===== src/rtl/debounce_pkg.sv =====
// Shared types and constants for the debouncer and its synchronizer.
//
// Contents:
//   db_state_t   - two-state qualification FSM encoding
//   SYNC_STAGES  - depth of the optional input synchronizer
//   cnt_width()  - width of the qualification counter for a given window
package debounce_pkg;

    typedef enum logic {
        STABLE  = 1'b0,
        QUALIFY = 1'b1
    } db_state_t;

    localparam int SYNC_STAGES = 2;

    // Counter width for a window of n samples. The counter only ever holds
    // 0..n-1, so $clog2(n) bits suffice; clamp to 1 so the width is never 0.
    function automatic int cnt_width(input int n);
        return (n < 2) ? 1 : $clog2(n);
    endfunction

endpackage


===== src/rtl/sync_2ff.sv =====
// Multi-flop synchronizer for a single asynchronous bit.
//
// Ports:
//   clk    - destination clock
//   reset  - asynchronous active-low reset; all stages load RESET_VAL
//   d_i    - asynchronous input
//   q_o    - synchronized output, SYNC_STAGES clocks behind d_i
//
// Parameters:
//   RESET_VAL - value held in every stage during reset
module sync_2ff
    import debounce_pkg::*;
#(
    parameter logic RESET_VAL = 1'b0
) (
    input  logic clk,
    input  logic reset,
    input  logic d_i,
    output logic q_o
);

    // sync_p[0] may go metastable; later stages give it time to settle.
    logic [SYNC_STAGES-1:0] sync_p;

    always_ff @(posedge clk or negedge reset) begin
        if (!reset) begin
            sync_p <= {SYNC_STAGES{RESET_VAL}};
        end else begin
            sync_p <= {sync_p[SYNC_STAGES-2:0], d_i};
        end
    end

    assign q_o = sync_p[SYNC_STAGES-1];

endmodule


===== src/rtl/debouncer.sv =====
// Debouncer for a raw single-bit input (button/switch).
//
// The committed level a_o only moves after the sample has differed from it
// for STABLE_CYCLES consecutive clocks; any shorter excursion is discarded
// and a single bounce restarts qualification from zero.
//
// Ports:
//   clk     - system clock, all state updates on posedge
//   reset   - asynchronous active-low reset, synchronous deassertion
//   a_i     - raw input (synchronous to clk unless DEBOUNCE_SYNC_EN)
//   a_o     - debounced level
//   busy_o  - high while a candidate level change is being qualified
//
// Parameters:
//   STABLE_CYCLES - consecutive differing samples to commit (2..65535)
//   RESET_VAL     - a_o / committed level during reset
//
// Build option:
//   DEBOUNCE_SYNC_EN - when defined, a_i passes through a 2-flop
//                      synchronizer first (adds 2 clocks of latency) and
//                      may be fully asynchronous.
module debouncer
    import debounce_pkg::*;
#(
    parameter int   STABLE_CYCLES = 4,
    parameter logic RESET_VAL     = 1'b0
) (
    input  logic clk,
    input  logic reset,
    input  logic a_i,
    output logic a_o,
    output logic busy_o
);

    localparam int              CNT_W    = cnt_width(STABLE_CYCLES);
    localparam logic [CNT_W-1:0] CNT_LAST = CNT_W'(STABLE_CYCLES - 1);
    localparam logic [CNT_W-1:0] CNT_ONE  = CNT_W'(1);

    logic s;

`ifdef DEBOUNCE_SYNC_EN
    sync_2ff #(
        .RESET_VAL (RESET_VAL)
    ) u_sync (
        .clk   (clk),
        .reset (reset),
        .d_i   (a_i),
        .q_o   (s)
    );
`else
    assign s = a_i;
`endif

    db_state_t        state;
    logic [CNT_W-1:0] cnt;

    // cnt counts differing samples seen so far in the current qualification;
    // the sample that brings it to STABLE_CYCLES commits instead of counting,
    // so cnt never exceeds STABLE_CYCLES-1.
    always_ff @(posedge clk or negedge reset) begin
        if (!reset) begin
            state  <= STABLE;
            cnt    <= '0;
            a_o    <= RESET_VAL;
            busy_o <= 1'b0;
        end else begin
            case (state)
                STABLE: begin
                    if (s != a_o) begin
                        state  <= QUALIFY;
                        cnt    <= CNT_ONE;
                        busy_o <= 1'b1;
                    end else begin
                        cnt    <= '0;
                        busy_o <= 1'b0;
                    end
                end
                QUALIFY: begin
                    if (s == a_o) begin
                        // Bounce back: no partial credit is kept.
                        state  <= STABLE;
                        cnt    <= '0;
                        busy_o <= 1'b0;
                    end else if (cnt == CNT_LAST) begin
                        a_o    <= s;
                        state  <= STABLE;
                        cnt    <= '0;
                        busy_o <= 1'b0;
                    end else begin
                        cnt    <= cnt + 1'b1;
                        busy_o <= 1'b1;
                    end
                end
                default: begin
                    state  <= STABLE;
                    cnt    <= '0;
                    busy_o <= 1'b0;
                end
            endcase
        end
    end

endmodule


===== config.mk =====
export PLATFORM = sky130hd
export DESIGN_NAME = debouncer
export DESIGN_NICKNAME = d
export VERILOG_FILES = /design/src/rtl/debounce_pkg.sv /design/src/rtl/sync_2ff.sv /design/src/rtl/debouncer.sv
export SDC_FILE = /design/constraint.sdc
export NUM_CORES = 1
export LEC_CHECK = 0
export ABC_AREA = 1
export CORE_AREA = 2 2 39 41
export CTS_CLUSTER_SIZE = 20
export DETAILED_ROUTE_END_ITERATION = 6
export DIE_AREA = 0 0 41 43
export PLACE_DENSITY_LB_ADDON = 0.3
export SYNTH_ARGS = -nofsm -noshare
export SYNTH_HDL_FRONTEND = slang
export SYNTH_SLANG_ARGS = --single-unit

===== constraint.sdc =====
create_clock -name clk -period 1.2 [get_ports clk]
set_input_delay 0.18 -clock clk [delete_from_list [all_inputs] [get_ports clk]]
set_output_delay 0.18 -clock clk [all_outputs]
set_load 0.03 [all_outputs]

# Word level (Yosys, flattened, before mapping)
# Cells that the tools add are included.
# totals
mem_count	0
romBits	0
ram_bits	0
out_inout_bits	2
inputBits	3
ff_bits	4
latch_bits	0
# classes
muxes	8
n_mul	0
n_reduce_logical	1
addsub	1
n_eq_ne	3
n_div	0
shifts	0
n_lt_le_gt_ge	0
n_bitwise	2
# op_table
op	n
$mux W1	4
$mux W2	2
$pmux W2 S2	1
$reduce_and A3 Y1	1
$add A2 B1 Y2 const B	1
$eq A2 B2 Y1 const B	1
$not A1 Y1	2
$pmux W1 S2	1
$eq A1 B1 Y1	1
$ne A1 B1 Y1	1

# Logic depth before layout (Yosys ltp)
# logic_depth
ltp_word	4
ltp_mapped	4

# Least setup slack after synthesis
# No wires, ideal clock.
# synth_timing
path_type	reg2reg
from	reg a_o
to	reg state
arrival_ps	778
setup_time_ps	115
path_stages_with_launch	4
n_path_buf	0
synth_period_minus_slack_ps	893
slack_ps	307
path_cell_list	dfrtp_1 nand2_1 nand3_2 inv_1
# synth_via
elab_chain_len	3
word_cells_on_any_way	5
# synth_lines
item	line_no	rtl
start: declaration	debouncer.sv:31	output logic a_o,
start signal: assignment	debouncer.sv:85	a_o <= s;
$eq A1 B1 Y1 / $ne A1 B1 Y1 (equally long branches)	debouncer.sv:79, debouncer.sv:69	
$mux W1, on equally long branches	debouncer.sv:79, debouncer.sv:69	
$pmux W1 S2 (*)	debouncer.sv:67	case (state)
end signal: assignment	debouncer.sv:70	state <= QUALIFY;
end signal: assignment	debouncer.sv:81	state <= STABLE;
end signal: assignment	debouncer.sv:86	state <= STABLE;
end: declaration	debouncer.sv:54	db_state_t state;
# Mark *: on every way between the ends. The rest lies on a longest branch, timed or not.
# A chain may end at the register's enable or synchronous reset.

==> impl_metrics.yaml <==
route:
  drt_iter0_drc: 4
  dr.pass1.iters: 2
  wirelength_um: 315
  drt-vias-per-instance: 3.233
  post-route-drc-count: 0
  ant_nets: 0
  vias: 139
  wl_per_cell_um: 7.326
sta:
  whs_ns: 0.1495
  final_hold_viol_count: 0
  fin_crit_ns: 1.002
  fin_crit_sh_pct: 83.53
  finClkSkew_ns: 0.001220
  tns_ns: 0
  setup_violations: 0
  tightest_slew_ns: 0.1933
  fmax_mhz: 997.6
  slew_headroom_pct: 87.07
  rsz0062_at_grt: "no"
  slew_viol_final: 0
worst_setup_path:
  critPathRequiredTime_ns: 1.02
  rrSetupSlack_ns: 0.29
  timing.rr.end: "cnt[0]$_DFF_PN0_"
  cp_max_fo: 4
  critPathMaxStageDelay_ns: 0.40
  cp_top_family: "flip-flops"
  crit_buf_inv: 1
  path_cells: "buf_4"
  start_kind: "flip-flop"
  path_class: "reg2out"
  cp.arrival_ns: 0.82
  crit_slowest_cell: "dfrtp_1"
  worst-r2r-cell-count: 4
  end_kind: "output port"
  rr_startpoint: "cnt[0]$_DFF_PN0_"
synth:
  synth.yosys.seq_area_share_pct: 53.69
  syn-mean-instance-area_um2: 9.321
  ys_ff_latch: 4
  synthesis.area_um2: 186.4
  synth_nets: 24
  ys_types: 8
  netlist_instances: 20
  yosys_warnings: 0
clocking:
  htreeDepth: 1
  numCtsBuffers: 3
  post_cts_resized: 0
  clkLatencyLatePin_ns: 0.24
  path_clk_slew_ns: 0.04
  cts_tree: "yes"
  post-cts-setup-buffers: 0
  cts-root-buf: "clkbuf_4"
  cts_hold_buf: 0
  cts_buffer_depth: 2
  numClockSinks: 4
run:
  cap_violations: 0
die:
  design.portCount: 5
  placementRows: 14
  core_area_um2: 1384
  start_util_pct: 13.47
  fp.dieW_um: 41
  die_area_um2: 1763
  dieHeight_um: 43
placed_design:
  dp.final_hpwl_um: 250
  globalplace.congestion: 0.6525
  port_buffers: 4
min_path:
  worstHoldPathType: "in2async"
pwr:
  power_leakage_nw: 0.1430
  irDropWorstVdd_uv: 1142
  powerDensity_nw_per_um2: 2713
global_route:
  grt_pass1_vias: 171
  grt_start_max_net_pins: 5
  grt_pass1_wl_um: 648
  grt-ovfl-total: 0
  grt_use_total_pct: 6.357
  antenna_found_initial: 0
finish:
  syn2layout_area_growth_pct: 41.61
  diodes: 0
  drive_above_1_share_pct: 37.04
  nets: 33
  nFillCells: 152
run_status:
  outcome: "completed"
## logic make-up (layout without fill, tap and decap cells)
family / count (synthesis) / in the layout / synth area share, %
compound gates: 1 / 1 / 2.682
simple gates: 10 / 10 / 28.86
flops: 4 / 4 / 53.69
buf+inv: 4 / 11 / 8.051
fa+ha+maj: 1 / 1 / 6.710
## area by class of cell
class                           count  area [um2]  area share (%)
Clock buffer                        3       22.52           8.531
Inverter                            4       15.01           5.687
Multi-Input combinational cell     12       71.32           27.01
Sequential cell                     4       100.1           37.91
Tap cell                           16       20.02           7.583
Timing Repair Buffer                4       35.03           13.27
## cells in the mapped netlist, drive strengths merged
master / instances / share of area, %
inv: 4 / 8.1
dfrtp: 4 / 54
nand3: 1 / 5.4
ha: 1 / 6.7
nor2: 2 / 6.7
o21ai: 1 / 2.7
nand2: 7 / 17
## layer usage
layer  part of all wire, %  track usage (%)  up-vias
met4                     0            4.000        0
met3                    16            7.853        0
met2                    35            6.875        9
li1                      -                -       74
met1                    49            6.536       56
met5                     0                0        -
## registers in the layout (all words and copies together) (netlist names)
| register | count |
|---|---|
| state | 1 |
| a_o | 1 |
| cnt | 2 |
## worst register-to-register path: cells and delay by family, from the launching register on
| kind | cells | cell delay (ns) |
|---|---|---|
| fa+ha+maj | 1 | 0.20 |
| simple gates | 3 | 0.26 |
| flops | 1 | 0.37 |
## placed cells by master (no fill, tap or decap)
cell type        synthesis  layout
clkbuf_4                 0       3
nand2_2                  2       2
nor2_2                   2       2
nand3_2                  1       1
inv_1                    4       4
nand2_1                  5       5
clkdlybuf4s50_1          0       2
dfrtp_1                  4       4
ha_1                     1       1
buf_4                    0       2
o21ai_1                  1       1
## where the power goes
group          internal, W  switching (W)
sequential        0.000202      0.0000516
combinational     0.000115       0.000176
clock             0.000112      0.0000587
total             0.000430       0.000287
## per-stage QoR
stage	setup slack, ns	instances	power, W	instance area, um2	util, %
2_1_floorplan	0.3068	20	0.0004570	186.4	-
3_3_place_gp	0.2073	40	0.0005425	241.5	17.45
3_5_place_dp	0.1787	40	0.0005510	241.5	17.45
4_1_cts	0.1860	43	0.0007299	264.0	19.08
5_1_grt	0.1517	43	0.0007958	264.0	19.08
6_report	0.1976	43	0.0007163	264.0	19.08
## worst max path at each step
stage | startpoint | to | slack [ns] | cells past startpoint
CTS | state$_DFF_PN0_ | busy_o | 0.19 | 1
detailed placement | a_i | cnt[0]$_DFF_PN0_ | 0.18 | 5
finish | state$_DFF_PN0_ | busy_o | 0.20 | 1
global placement | a_i | cnt[0]$_DFF_PN0_ | 0.21 | 5
global route | state$_DFF_PN0_ | busy_o | 0.15 | 1
floorplan | a_o$_DFFE_PN0P_ | state$_DFF_PN0_ | 0.31 | 3
Note: power is estimated with default switching activity, not from simulation.
